[src/rtl/alu_pkg.sv]
// Shared types and constants for the ALU dispatcher and its sub-units.
// Unit indices, logic-unit opcodes and the dispatcher state encoding.
package alu_pkg;

  localparam int UNIT_LOGIC = 0;
  localparam int UNIT_ARITH = 1;

  localparam logic [2:0] NOTA = 3'b000;
  localparam logic [2:0] NOTB = 3'b001;
  localparam logic [2:0] AND  = 3'b010;
  localparam logic [2:0] OR   = 3'b011;
  localparam logic [2:0] XOR  = 3'b100;
  localparam logic [2:0] NAND = 3'b101;
  localparam logic [2:0] NOR  = 3'b110;
  localparam logic [2:0] XNOR = 3'b111;

  typedef enum logic [1:0] {
    IDLE,
    START,
    WAIT,
    RESP
  } disp_state_e;

endpackage

[src/rtl/alu_wait_timer.sv]
// Clearable wait counter for the dispatcher.
// tc flags the cycle that completes TIMEOUT counted cycles.
module alu_wait_timer #(
  parameter int TIMEOUT = 15
) (
  input  logic clk,
  input  logic rst_n,
  input  logic clr,
  input  logic en,
  output logic tc
);

  logic [7:0] cnt_q;
  logic [7:0] cnt_d;

  always_comb begin
    cnt_d = cnt_q;
    if (clr) cnt_d = '0;
    else if (en) cnt_d = cnt_q + 8'd1;
  end

  always_ff @(posedge clk or negedge rst_n) begin
    if (!rst_n) cnt_q <= '0;
    else        cnt_q <= cnt_d;
  end

  assign tc = (cnt_q == 8'(TIMEOUT - 1));

endmodule

[src/rtl/alu_op_dispatch.sv]
// Initiator side of the ALU start/finish handshake.
// One request in flight; result or timeout error returned on rsp port.
module alu_op_dispatch
  import alu_pkg::*;
#(
  parameter int WIDTH     = 32,
  parameter int NUM_UNITS = 2,
  parameter int TIMEOUT   = 15
) (
  input  logic                       clk,
  input  logic                       rst_n,
  input  logic                       req_valid,
  output logic                       req_ready,
  input  logic [1:0]                 req_unit,
  input  logic [2:0]                 req_op,
  input  logic [WIDTH-1:0]           req_a,
  input  logic [WIDTH-1:0]           req_b,
  output logic [NUM_UNITS-1:0]       unit_start,
  output logic [2:0]                 unit_op,
  output logic [WIDTH-1:0]           unit_a,
  output logic [WIDTH-1:0]           unit_b,
  input  logic [NUM_UNITS-1:0]       unit_finish,
  input  logic [NUM_UNITS*WIDTH-1:0] unit_c,
  output logic                       rsp_valid,
  input  logic                       rsp_ready,
  output logic [WIDTH-1:0]           rsp_data,
  output logic                       rsp_err
);

  disp_state_e          state_q, state_d;
  logic [1:0]           unit_q, unit_d;
  logic [2:0]           op_q, op_d;
  logic [WIDTH-1:0]     a_q, a_d;
  logic [WIDTH-1:0]     b_q, b_d;
  logic [NUM_UNITS-1:0] start_q, start_d;
  logic                 valid_q, valid_d;
  logic [WIDTH-1:0]     data_q, data_d;
  logic                 err_q, err_d;

  logic                 sel_fin;
  logic [WIDTH-1:0]     sel_c;
  logic                 tmr_clr;
  logic                 tmr_en;
  logic                 tmr_tc;

  // Only the latched unit's finish/result are visible to the FSM.
  always_comb begin
    sel_fin = 1'b0;
    sel_c   = '0;
    for (int k = 0; k < NUM_UNITS; k++) begin
      if (unit_q == 2'(k)) begin
        sel_fin = unit_finish[k];
        sel_c   = unit_c[k*WIDTH +: WIDTH];
      end
    end
  end

  always_comb begin
    state_d = state_q;
    unit_d  = unit_q;
    op_d    = op_q;
    a_d     = a_q;
    b_d     = b_q;
    start_d = '0;
    valid_d = valid_q;
    data_d  = data_q;
    err_d   = err_q;
    tmr_clr = 1'b0;
    tmr_en  = 1'b0;
    unique case (state_q)
      IDLE: begin
        if (req_valid) begin
          unit_d = req_unit;
          op_d   = req_op;
          a_d    = req_a;
          b_d    = req_b;
          if (int'(req_unit) < NUM_UNITS) begin
            state_d = START;
            for (int k = 0; k < NUM_UNITS; k++)
              start_d[k] = (req_unit == 2'(k));
          end else begin
            state_d = RESP;
            valid_d = 1'b1;
            data_d  = '0;
            err_d   = 1'b1;
          end
        end
      end
      START: begin
        state_d = WAIT;
        tmr_clr = 1'b1;
      end
      WAIT: begin
        tmr_en = 1'b1;
        if (sel_fin) begin
          state_d = RESP;
          valid_d = 1'b1;
          data_d  = sel_c;
          err_d   = 1'b0;
        end else if (tmr_tc) begin
          state_d = RESP;
          valid_d = 1'b1;
          data_d  = '0;
          err_d   = 1'b1;
        end
      end
      RESP: begin
        if (rsp_ready) begin
          state_d = IDLE;
          valid_d = 1'b0;
        end
      end
    endcase
  end

  always_ff @(posedge clk or negedge rst_n) begin
    if (!rst_n) begin
      state_q <= IDLE;
      unit_q  <= '0;
      op_q    <= '0;
      a_q     <= '0;
      b_q     <= '0;
      start_q <= '0;
      valid_q <= 1'b0;
      data_q  <= '0;
      err_q   <= 1'b0;
    end else begin
      state_q <= state_d;
      unit_q  <= unit_d;
      op_q    <= op_d;
      a_q     <= a_d;
      b_q     <= b_d;
      start_q <= start_d;
      valid_q <= valid_d;
      data_q  <= data_d;
      err_q   <= err_d;
    end
  end

  alu_wait_timer #(
    .TIMEOUT(TIMEOUT)
  ) u_timer (
    .clk  (clk),
    .rst_n(rst_n),
    .clr  (tmr_clr),
    .en   (tmr_en),
    .tc   (tmr_tc)
  );

  assign req_ready  = rst_n & (state_q == IDLE);
  assign unit_start = start_q;
  assign unit_op    = op_q;
  assign unit_a     = a_q;
  assign unit_b     = b_q;
  assign rsp_valid  = valid_q;
  assign rsp_data   = data_q;
  assign rsp_err    = err_q;

endmodule

[config.mk]
export PLATFORM = sky130hd
export DESIGN_NAME = alu_op_dispatch
export DESIGN_NICKNAME = d
export VERILOG_FILES = /design/src/rtl/alu_pkg.sv /design/src/rtl/alu_wait_timer.sv /design/src/rtl/alu_op_dispatch.sv
export SDC_FILE = /design/constraint.sdc
export NUM_CORES = 1
export LEC_CHECK = 0
export ABC_AREA = 1
export ABC_CLOCK_PERIOD_IN_PS = 1600
export BUFFER_PORTS_ARGS = -buffer_cell sky130_fd_sc_hd__buf_2
export CORE_UTILIZATION = 42
export CTS_CLUSTER_SIZE = 20
export DETAILED_ROUTE_END_ITERATION = 6
export GPL_TIMING_DRIVEN = 0
export PLACE_DENSITY = 0.77
export SYNTH_ARGS = -nofsm -noshare
export SYNTH_HDL_FRONTEND = slang
export SYNTH_SLANG_ARGS = --single-unit
[constraint.sdc]
create_clock -name clk -period 1.6 [get_ports clk]
set_input_delay 0.48 -clock clk [delete_from_list [all_inputs] [get_ports clk]]
set_output_delay 0.48 -clock clk [all_outputs]
set_load 0.1 [all_outputs]
Word-level counts from Yosys, hierarchy flattened
Cells that the tools add are included.
{ "word_totals": {"reg_bits": 115, "latch_bits": 0, "ramBits": 0, "mem_bits_ro": 0, "in_bits": 139, "wordCells": 63, "n_memories": 0} }
{ "classes": {"add_sub_neg": 1, "multipliers": 0, "div": 0, "n_lt_le_gt_ge": 1, "eq_ne": 10, "shifts": 0, "mux": 30, "bitwise": 1, "reduce_logical": 10} }
{ "ops": {"columns": ["operator", "count"], "rows": [
  ["$mux W32", 6],
  ["$pmux W32 S2", 1],
  ["$mux W2", 8],
  ["$mux W8", 2],
  ["$mux W1", 10],
  ["$add A8 B1 Y8 const B", 1],
  ["$eq A8 B4 Y1 const B", 1],
  ["$pmux W2 S4", 1],
  ["$eq A2 B1 Y1 const B", 3],
  ["$logic_not A2 Y1", 3],
  ["$ne A2 B2 Y1 const B", 3],
  ["$reduce_and A5 Y1", 1],
  ["$eq A2 B2 Y1 const B", 2],
  ["$reduce_and A4 Y1", 1],
  ["$reduce_bool A2 Y1", 2],
  ["$ne A3 B3 Y1 const B", 1],
  ["$pmux W1 S3", 1],
  ["$reduce_and A3 Y1", 1],
  ["$reduce_bool A3 Y1", 1],
  ["$lt A2 B2 Y1 const B", 1],
  ["$pmux W1 S2", 1],
  ["$reduce_and A2 Y1", 1],
  ["$and A1 B1 Y1", 1]
]} }

Logic depth before layout (Yosys ltp)
{ "depth": {"ltp_word": 5, "depth_mapped": 10, "mapped_depth_nobuf": 9} }

Modules after synthesis
A second synthesis with hierarchy kept.
{ "hier_totals": {"cells_unflattened": 645, "hier_area_um2": 5208.7} }
{ "by_module_without_submodules": {"columns": ["module", "instances", "cells_per_inst", "area_per_inst_um2", "seq_area_each_um2"], "rows": [
  ["alu_op_dispatch", 1, 586, 4760.8, 2677.6],
  ["alu_wait_timer", 1, 59, 447.9, 200.2]
]} }

Worst setup path after synthesis
OpenSTA, ideal clock, no wires.
{ "synth_timing": {"path_kind": "reg-to-output", "start": "register state_q[0]", "end": "output port req_ready", "t_arrival_ns": 1.347, "slack_ns": -0.227, "path_stages_with_launch": 5, "n_path_buf": 0, "cell_sequence": "dfrtp_1 > inv_1 > ha_1 > nand2_1 > inv_1"} }
{ "synth_between": {"elab_chain_len": 2} }
{ "synth_lines": {"columns": ["item", "line", "source"], "rows": [
  ["start, declared", "alu_op_dispatch.sv:30", "disp_state_e state_q, state_d;"],
  ["start signal, assigned", "alu_op_dispatch.sv:128", "state_q <= state_d;"],
  ["$logic_not A2 Y1", "alu_op_dispatch.sv:150", "assign req_ready = rst_n & (state_q == IDLE);"],
  ["$and A1 B1 Y1", "alu_op_dispatch.sv:150", null],
  ["end, declared", "alu_op_dispatch.sv:13", "output logic req_ready,"]
]} }
Every way passes these cells.

Worst setup path in the final report
Ends and elaborated chain as after synthesis.

==> impl_metrics.json <==
{
  "failed_checks": "design-rule violations, negative hold slack, negative setup slack",
  "rows": 39,
  "clk_latency_ns": 0.41,
  "syn_nets": 788,
  "io_pins": 243,
  "nFillCells": 988,
  "hold_slack_ns": -0.0862,
  "ys_seq_elements": 115,
  "fmax_mhz": 557,
  "port_buffers": 242,
  "coreArea_sq_um": 11600,
  "synth_cells": 642,
  "min_period_over_period_pct": 112,
  "vias": 5155,
  "relSlewSlack_pct": 59.3,
  "worst_setup_path_start_kind": "flop",
  "ant_nets": 0,
  "synth_ff_type": "dfrtp_1",
  "crit_path_cell_trace": "inv_2 > ha_4 > nand2_4 > clkinvlp_4 > buf_12",
  "dr.max_layer_used": "met4",
  "setup_violations": 33,
  "ctsLongestPathBuffers": 2,
  "first_pass_iters": 7,
  "synth.avg_cell_area_sq_um": 7.92,
  "worst-path-buf-inv": 3,
  "netlist_top_cells_area": "dfrtp_1 (57%), nand2_1 (27%), nand3_1 (6.6%)",
  "mappedNetlistArea_sq_um": 5090,
  "wl_met3_microns": 1250,
  "synth_edf_count": 0,
  "fin_ws_ns": -0.197,
  "route.met2.wl_microns": 7130,
  "crit_fanout": 2,
  "num_antenna_cells": 0,
  "grt_first_pass_wirelength_microns": 24100,
  "synth-async-reset-ratio_pct": 100,
  "synth.distinct_cells": 23,
  "fin_util_pct": 65.6,
  "overflow": 0,
  "wire_per_inst_microns": 13.9,
  "slew_violations": 0,
  "wl_met1_microns": 6210,
  "final.min_clock_period_ns": 1.80,
  "grt_setup_unrepaired": "yes",
  "fp.dieArea_sq_um": 12600,
  "cpMaxStageDelayCell": "dfrtp_1",
  "cp_top_family": "flip-flops",
  "initial_core_util_pct": 43.8,
  "die_h_microns": 112,
  "tightestPinTransition_ns": 0.610,
  "gp_congestion": 0.838,
  "synth_top_cell_by_area": "dfrtp_1",
  "drive_gt1_share_pct": 35.0,
  "cts_buffers": 17,
  "clk_pin_slew_worst_paths_ns": 0.06,
  "end_kind": "primary output",
  "hp-class": "in -> async",
  "hold_viol_final": 42,
  "grt_max_degree": 45,
  "syn_to_final_growth_pct": 49.8,
  "hpwl_microns": 10500,
  "status": "finished with violations",
  "ys_seq_area_share_pct": 56.6,
  "routed_via_density": 4.79,
  "h-tree-depth": 4,
  "grt_usage_pct": 24.7,
  "critPathArrivalTime_ns": 1.32,
  "critPathKind": "reg -> out",
  "clockRootBuffer": "clkbuf_16",
  "critPathMaxStageDelay_ns": 0.40,
  "drtIter0Drc": 262,
  "nets": 1066,
  "cts_sinks": 115,
  "required_ns": 1.12,
  "fp.dieW_microns": 112,
  "fin_skew_ns": 0.0116,
  "grt_pass1_vias": 5102,
  "maxCapViolations": 0,
  "yosys_warnings": 0,
  "tritoncts": "yes",
  "synth.top_cell.area_share_pct": 56.6,
  "routed_wirelength_microns": 14900,
  "grt_antenna_before_repair": 0,
  "drc": 18
}
through the flow:
stage	std cells	worst slack [ns]	TNS, ns	hold WS [ns]	area [sq um]
6_report	1076	-0.197	-2.09	-0.0862	7620
2_1_floorplan	642	-0.0149	-0.0149	0.184	5100
5_1_grt	1076	-0.245	-5.57	-0.0683	7620
3_3_place_gp	1027	-2.05	-186.46	0.449	6490
4_1_cts	1072	-0.218	-2.45	-0.0808	7560
3_5_place_dp	1028	-0.737	-25.27	0.428	6520
cell usage in the layout, fill, tap and decap left out, types with 3 or more instances in the layout:
cell type	n
buf_4	119
nand2_1	358
nor2_1	13
a21oi_1	4
inv_2	4
nand3_1	67
dfrtp_1	115
inv_6	6
clkbuf_2	5
nor3_1	5
clkbuf_16	17
buf_2	140
nand2_2	3
o21ai_0	6
ha_1	6
clkbuf_1	12
clkinvlp_4	6
inv_1	13
buf_6	8
path summary, 6_finish.rpt:
check / start / to / slack, ns / cells after the start
max: state_q[0] / req_ready / -0.20 / 5
min reg2reg: rsp_data[13] / rsp_data[13] / 0.47 / 2
min in group clk: req_unit[0] / unit_start[0] / 0.25 / 2
min: rst_n / rsp_data[3] / -0.09 / 1
max in group asynchronous: rst_n / u_timer.cnt_q[4] / 1.07 / 2
max reg2reg: state_q[0] / rsp_data[16] / -0.08 / 11
cell families after synthesis:
| family | after synthesis | synth area share (%) |
|---|---|---|
| simple gates | 453 | 35.6 |
| compound gates | 14 | 1.60 |
| buf+inv | 52 | 4.33 |
| flops | 115 | 56.6 |
| fa+ha+maj | 7 | 1.72 |
| xor+xnor | 1 | 0.172 |
metal layers:
metal	global-route usage [%]	up-vias
li1	-	2563
met1	28.7	2367
met2	42.7	198
met3	7.78	27
met4	9.16	0
met5	0	-
repair_timing:
item,in CTS,in global routing
hold endpoints to repair,42,42
buffers inserted,8,3
pin swaps,2,2
endpoints found under the setup margin,208,91
gates resized for setup,138,18
gates cloned,4,1
synth_stat cells (3+ instances only):
cell      count
inv_1        17
ha_1          7
nand2_1     361
buf_2        11
nand3_1      67
clkbuf_1     18
nor2_1       14
o21ai_0       6
a21oi_1       4
dfrtp_1     115
nor3_1        5
buf_4         3
area by class of cell:
cell class                 instances  area [sq um]  area share [%]
tap                              143           179            2.35
clock buffer                      17           425            5.58
multi-input combinational        476          2060            27.0
sequential                       115          2880            37.8
clock inverter                    15           124            1.63
inverter                          19          82.6            1.08
buffer                            33           194            2.55
timing repair buffer             258          1680            22.0
sequential cells by signal (all words and copies together), names as in the netlist:
register and flops:
unit_op 3, unit_q 2, rsp_err 1, unit_a 32, unit_start 2, rsp_data 32
u_timer.cnt_q 8, rsp_valid 1, state_q 2, unit_b 32
Power is not shown: default switching activity piles up to over one toggle a cycle in this logic, so the estimate is an artifact.
